===== config.mk =====
export PLATFORM = sky130hd
export DESIGN_NAME = bcd_updown_counter
export DESIGN_NICKNAME = d
export VERILOG_FILES = /design/src/rtl/bcd_pkg.sv /design/src/rtl/bcd_digit.sv /design/src/rtl/bcd_updown_counter.sv
export SDC_FILE = /design/constraint.sdc
export NUM_CORES = 1
export LEC_CHECK = 0
export BUFFER_PORTS_ARGS = -buffer_cell sky130_fd_sc_hd__buf_2
export CELL_PAD_IN_SITES_DETAIL_PLACEMENT = 1
export CELL_PAD_IN_SITES_GLOBAL_PLACEMENT = 2
export CORE_ASPECT_RATIO = 0.8
export CORE_MARGIN = 1.5
export CORE_UTILIZATION = 34
export DETAILED_ROUTE_END_ITERATION = 10
export PLACE_DENSITY = 0.9
export SLEW_MARGIN = 0
export SYNTH_ARGS = -nofsm -noshare
export SYNTH_HDL_FRONTEND = slang
export SYNTH_SLANG_ARGS = --single-unit

===== constraint.sdc =====
create_clock -name clk -period 4.35 [get_ports clk]
set_clock_uncertainty 0.1 [all_clocks]
set_input_delay 0.435 -clock clk [delete_from_list [all_inputs] [get_ports clk]]
set_output_delay 0.435 -clock clk [all_outputs]
set_load 0.02 [all_outputs]

===== src/rtl/bcd_pkg.sv =====
// rtl/bcd_pkg.sv - shared BCD constants and nibble validity helper
package bcd_pkg;
  localparam int          BCD_W   = 4;
  localparam logic [3:0]  BCD_MAX = 4'd9;
  localparam logic [3:0]  BCD_MIN = 4'd0;

  function automatic logic is_bcd(input logic [BCD_W-1:0] nibble);
    return (nibble <= BCD_MAX);
  endfunction
endpackage


===== src/rtl/bcd_digit.sv =====
// rtl/bcd_digit.sv - single BCD digit with load, increment/decrement and carry/borrow out
module bcd_digit
  import bcd_pkg::*;
(
  input  logic             clk,
  input  logic             rst_n,
  input  logic [BCD_W-1:0] rst_val,
  input  logic             inc,
  input  logic             dec,
  input  logic             ld,
  input  logic [BCD_W-1:0] ld_val,
  output logic [BCD_W-1:0] q,
  output logic             co,
  output logic             bo
);

  logic [BCD_W-1:0] r_q;

  // Out-of-range values fall back to a legal digit: 0 on increment, 9 on decrement.
  always_ff @(posedge clk) begin
    if (!rst_n) begin
      r_q <= rst_val;
    end else if (ld) begin
      r_q <= ld_val;
    end else if (inc) begin
      r_q <= (r_q >= BCD_MAX) ? BCD_MIN : r_q + 4'd1;
    end else if (dec) begin
      r_q <= ((r_q == BCD_MIN) || (r_q > BCD_MAX)) ? BCD_MAX : r_q - 4'd1;
    end
  end

  assign q  = r_q;
  assign co = inc & (r_q == BCD_MAX);
  assign bo = dec & (r_q == BCD_MIN);

endmodule


===== src/rtl/bcd_updown_counter.sv =====
// rtl/bcd_updown_counter.sv - multi-digit up/down BCD counter stepped by tick_in rising edges
module bcd_updown_counter
  import bcd_pkg::*;
#(
  parameter int                          NUM_DIGITS  = 4,
  parameter logic [4*NUM_DIGITS-1:0]     RESET_VALUE = '0
) (
  input  logic                        clk,
  input  logic                        rst_n,
  input  logic                        en,
  input  logic                        tick_in,
  input  logic                        up,
  input  logic                        load,
  input  logic [4*NUM_DIGITS-1:0]     load_val,
  output logic [4*NUM_DIGITS-1:0]     count,
  output logic                        wrap,
  output logic                        load_err
);

  logic                  r_tick_q;
  logic                  r_wrap;
  logic                  r_load_err;
  logic                  w_step;
  logic                  w_load_ok;
  logic                  w_ld;
  logic [NUM_DIGITS-1:0] w_inc;
  logic [NUM_DIGITS-1:0] w_dec;
  logic [NUM_DIGITS-1:0] w_co;
  logic [NUM_DIGITS-1:0] w_bo;

  // tick_q resets high so a tick already high at reset release is not an edge.
  always_ff @(posedge clk) begin
    if (!rst_n) begin
      r_tick_q <= 1'b1;
    end else begin
      r_tick_q <= tick_in;
    end
  end

  assign w_step = tick_in & ~r_tick_q & en;

  always_comb begin
    w_load_ok = 1'b1;
    for (int i = 0; i < NUM_DIGITS; i++) begin
      if (!is_bcd(load_val[4*i +: 4])) begin
        w_load_ok = 1'b0;
      end
    end
  end

  assign w_ld = load & w_load_ok;

  genvar g;
  generate
    for (g = 0; g < NUM_DIGITS; g++) begin : g_digit
      if (g == 0) begin : g_lsd
        assign w_inc[g] = w_step & ~load & up;
        assign w_dec[g] = w_step & ~load & ~up;
      end else begin : g_chain
        assign w_inc[g] = w_co[g-1];
        assign w_dec[g] = w_bo[g-1];
      end

      bcd_digit u_digit (
        .clk     (clk),
        .rst_n   (rst_n),
        .rst_val (RESET_VALUE[4*g +: 4]),
        .inc     (w_inc[g]),
        .dec     (w_dec[g]),
        .ld      (w_ld),
        .ld_val  (load_val[4*g +: 4]),
        .q       (count[4*g +: 4]),
        .co      (w_co[g]),
        .bo      (w_bo[g])
      );
    end
  endgenerate

  // A carry/borrow out of the top digit is the wrap event.
  always_ff @(posedge clk) begin
    if (!rst_n) begin
      r_wrap     <= 1'b0;
      r_load_err <= 1'b0;
    end else begin
      r_wrap     <= w_co[NUM_DIGITS-1] | w_bo[NUM_DIGITS-1];
      r_load_err <= load & ~w_load_ok;
    end
  end

  assign wrap     = r_wrap;
  assign load_err = r_load_err;

endmodule


# --- Word level (Yosys, flattened, before mapping) ---
# Cells that the tools add are included.
op_classes:
  magnitude_cmp: 12
  n_reduce_logical: 12
  add_sub_neg: 8
  muxes: 24
  bitwise: 20
  n_eq_ne: 4
op_table:
  columns: ["cell", "count"]
  rows:
  - ["$mux 4", 20]
  - ["$add 4x1->4 const B", 4]
  - ["$eq 4x4->1 const B", 4]
  - ["$ge 4x4->1 const B", 4]
  - ["$gt 4x4->1 const B", 4]
  - ["$le 4x4->1 const B", 4]
  - ["$logic_not 4->1", 4]
  - ["$sub 4x1->4 const B", 4]
  - ["$and 1x1->1", 15]
  - ["$reduce_bool 3->1", 4]
  - ["$logic_or 1x1->1", 4]
  - ["$mux 1", 4]
  - ["$not 1->1", 4]
  - ["$or 1x1->1", 1]
word_totals:
  input_bits: 22
  output_inout_bits: 18
  reg_bits: 19
  wordCells: 87

# --- Longest topological paths before layout ---
depth:
  ltp_word: 11
  depth_mapped: 8
  depth_no_buf: 7

# --- By module ---
# Synthesis repeated with hierarchy kept, for this count alone.
hier_totals:
  hier_cells: 241
  area_unflattened_um2: 1864.3
by_module_without_submodules:
  columns: ["mod", "seq_area_each_um2", "cells_per_inst", "area_each_um2", "instances"]
  rows:
  - ["bcd_digit", 120.1, 56, 430.4, 4]
  - ["bcd_updown_counter", 60.1, 17, 142.6, 1]

# --- Least setup slack after synthesis ---
# OpenSTA, ideal clock, no wires.
synth_path:
  kind: "reg-to-reg"
  from: "reg g_digit[1].u_digit.r_q[0]"
  to: "reg g_digit[3].u_digit.r_q[2]"
  slack_ps: 1870
  stages_incl_launch_ff: 7
  synth_period_minus_slack_ps: 2480
  t_required_ps: 4132
  n_path_buf: 0
  t_arrival_ps: 2263
  setup_ps: 118
  cell_sequence: "dfxtp_1 -> ha_1 -> and3b_1 -> nand4_4 -> nor3_4 -> mux4_1 -> o2111a_1"
synth_via:
  elab_chain_len: 5
  word_cells_on_any_way: 9
  classes_between: "eq/ne: 1; mux: 2; bitwise: 4; reduce/logical: 2"
synth_rtl:
  columns: ["item", "line_no", "text"]
  rows:
  - ["from (decl)", "bcd_digit.sv:17", "logic [BCD_W-1:0] r_q;"]
  - ["from (signal assigned)", "bcd_digit.sv:22", "r_q <= rst_val;"]
  - ["from (signal assigned)", "bcd_digit.sv:24", "r_q <= ld_val;"]
  - ["from (signal assigned)", "bcd_digit.sv:26", "r_q <= (r_q >= BCD_MAX) ? BCD_MIN : r_q + 4'd1;"]
  - ["$eq 4x4->1", "bcd_digit.sv:33", "assign co = inc & (r_q == BCD_MAX);"]
  - ["$and 1x1->1 (2 in a row)", "bcd_digit.sv:33", null]
  - ["$mux 4", "bcd_digit.sv:25", "end else if (inc) begin"]
  - ["$mux 4", "bcd_digit.sv:23", "end else if (ld) begin"]
  - ["to (signal assigned)", "bcd_digit.sv:22", null]
  - ["to (signal assigned)", "bcd_digit.sv:24", null]
  - ["to (signal assigned)", "bcd_digit.sv:26", null]
  - ["to (decl)", "bcd_digit.sv:17", null]
# Several ways; a longest one is shown, not always the timed one.
# A chain may end at the register's enable or synchronous reset.

# --- Final worst setup path ---
layout_path:
  from: "reg g_digit[0].u_digit.r_q[0]"
  to: "reg g_digit[3].u_digit.r_q[2]"
layout_via:
  elab_chain_len: 6
  word_cells_on_any_way: 11
  classes_between: "eq/ne: 1; mux: 2; bitwise: 6; reduce/logical: 2"
layout_rtl:
  columns: ["item", "line_no"]
  rows:
  - ["from (decl)", "bcd_digit.sv:17"]
  - ["from (signal assigned)", "bcd_digit.sv:22"]
  - ["from (signal assigned)", "bcd_digit.sv:24"]
  - ["from (signal assigned)", "bcd_digit.sv:26"]
  - ["$eq 4x4->1", "bcd_digit.sv:33"]
  - ["$and 1x1->1 (3 in a row)", "bcd_digit.sv:33"]
  - ["$mux 4", "bcd_digit.sv:25"]
  - ["$mux 4", "bcd_digit.sv:23"]
# Several ways; a longest one is shown, not always the timed one.

==> impl_metrics.yaml <==
cells_and_area:
  num_antenna_cells: 0
  final_layout_size_suffix_gt1_frac: 0.199
  fin_cells: 359
  layout.nets: 317
  fin_area_mm2: 0.00220
  final_core_util: 0.402
  areaGrowthSynthToFinish_pct: 13.8
power_and_ir_drop:
  power_density_mw_per_mm2: 208
  max-vdd-ir-drop_mv: 0.0925
  leakagePower_nw: 0.855
  power_mw: 0.458
synthesis:
  synth_edf_count: 0
  synth_area_leaders: "dfxtp_1, ha_1, a21oi_1"
  synth_seq_cells: 19
  yosysWarnings: 0
  yosysMostFrequentCell: "a21oi_1"
  netlist.area_leader.share: 0.197
  synth_flop_cell: "dfxtp_1"
  async_reset_ff_frac: 0
  synth_cells: 256
  netlist_top_cells_count: "a21oi_1, nor2_1, dfxtp_1, nand2_1, o21ai_0"
  synth-seq-area-share: 0.197
  synth_fp_nets: 291
  synthesis.area_mm2: 0.00193
  synth.largest_area_cell: "dfxtp_1"
  yosys.cell_types.count: 59
  syn_area_per_cell_um2: 7.55
sta:
  fin_crit_ns: 2.57
  slew_violations: 0
  fmax_mhz: 389
  rsz0062_at_grt: "no"
  final_hold_viol_count: 0
  maxSlewHeadroom: 0.573
  worstMarginPinSlew_ns: 0.641
  fin_hold_ws_ns: 0.286
  setup_ws_ns: 1.78
  setup_violations: 0
  min_period_over_period: 0.591
  setup_tns_ns: 0
floorplanning:
  core_mm2: 0.00547
  start_util: 0.353
  io_pins: 40
  rows: 24
  dieWidth_um: 87.3
  die_h_um: 70.4
  die_area_mm2: 0.00615
placement:
  dp_hpwl_mm: 4.54
  gp_congestion: 0.869
  place_inst: 355
  portBuffers: 39
  pre_cts_slack_ns: 1.78
  placed_area_mm2: 0.00215
critical_path:
  path_cells: "ha_1 -> and3b_1 -> nand4_4 -> nor3_4 -> mux4_1 -> o2111a_1"
  cp-end-kind: "flop"
  cp_top_family: "simple AND/OR/NAND/NOR gates"
  start_kind: "flop"
  rrSetupSlack_ns: 1.78
  regToRegStartpoint: "g_digit[0].u_digit.q[0]"
  cp_max_fo: 10
  cp_num_buf_inv: 0
  critPathLaunch: "g_digit[0].u_digit.q[0]"
  worstPathRequired_ns: 4.42
  crit_slowest_cell: "mux4_1"
  slowest_delay_ns: 0.58
  worstSetupPathType: "flop to flop"
  rr_endpoint: "g_digit[3].u_digit.q[2]"
  reg2reg_depth: 6
  worstPathArrival_ns: 2.64
clocking:
  clkTransAtPathRegs_ns: 0.08
  clkSinkCount: 19
  tritoncts: "built"
  clkLatencyLatePin_ns: 0.27
  cts.path.max_buffers: 2
  htree_levels: 1
  root_buffer: "clkbuf_8"
  postCtsSetupBuffers: 0
  cts_hold_buf: 0
  post_cts_resized: 0
  cts_buffers: 3
job:
  maxCapViolCount: 0
status:
  status: "finished clean"
global_routing:
  grtUsageTotal: 0.207
  antenna_found_initial: 0
  overflow: 0
  grt_max_degree: 19
  grt_pass1_wl_mm: 10.0
  grt_pass1_vias: 1948
worst_hold_path:
  holdPathEnd: "r_tick_q"
  hp-start: "tick_in"
  hp-class: "primary input to flop"
  holdPathStages: 2
detailed_routing:
  ant_nets: 0
  drtIter0Drc: 98
  wl_mm: 6.12
  drc: 0
  via_per_inst: 5.78
  routedWlPerCell_um: 17.1
  first_pass_iters: 4
  vias: 2076
[how the worst max path moves through the flow]
| stage | endpoint | slack [ns] | cells past startpoint |
|---|---|---|---|
| 6_report | g_digit[3].u_digit.q[2] | 1.78 | 6 |
| 5_1_grt | g_digit[3].u_digit.q[0] | 1.49 | 7 |
| 4_1_cts | g_digit[3].u_digit.q[2] | 1.78 | 6 |
| 3_5_place_dp | g_digit[3].u_digit.q[2] | 1.78 | 7 |
| 3_3_place_gp | g_digit[3].u_digit.q[2] | 1.84 | 7 |
| 2_1_floorplan | g_digit[3].u_digit.q[2] | 1.87 | 6 |
[cells by family (layout without fill, tap and decap cells)]
family,Yosys count,count (layout),share of synthesized area
compound gates,86,86,0.301
fa+ha+maj,13,13,0.0842
buf+inv,34,59,0.0732
flops,19,19,0.197
mux,5,5,0.0350
simple gates,99,99,0.310
[metal layers]
| layer | GRT usage | vias up | part of all wire |
|---|---|---|---|
| met5 | 0 | - | 0 |
| met4 | 0.0406 | 0 | 0.010 |
| met3 | 0.0390 | 6 | 0.041 |
| met2 | 0.307 | 43 | 0.42 |
| met1 | 0.310 | 1001 | 0.53 |
| li1 | - | 1026 | - |
[layout by cell type, fill, tap and decap left out, drive strengths merged, types with 3 or more instances in the layout]
cell type | netlist | final
and4b | 3 | 3
nor3b | 7 | 7
nand4b | 3 | 3
a211oi | 8 | 8
nor2 | 20 | 20
nand3 | 13 | 13
o21bai | 3 | 3
dfxtp | 19 | 19
a22oi | 4 | 4
mux2i | 3 | 3
buf | 9 | 40
ha | 13 | 13
and4 | 4 | 4
o21ai | 17 | 17
clkbuf | 10 | 4
a21oi | 21 | 21
nand4 | 6 | 6
a31oi | 3 | 3
nor3 | 6 | 6
o211ai | 3 | 3
inv | 14 | 14
o31ai | 3 | 3
o311ai | 3 | 3
nand2 | 17 | 17
nand2b | 4 | 4
[layout make-up]
type,count,area [um^2]
fill,701,3270
multi-input combinational,203,1420
sequential,19,380
timing repair buffer,40,203
tap,78,97.6
inverter,15,56.3
clock buffer,4,45.0
[state kept, by name, indices dropped and copies added, names as in the netlist]
signal	cells
g_digit.u_digit.q	16
load_err	1
wrap	1
r_tick_q	1
[where the power goes]
part,internal [mW],switching [mW]
logic,0.0507,0.0742
registers,0.181,0.0184
clock network,0.0655,0.0678
(Power assumes the default switching activity.)
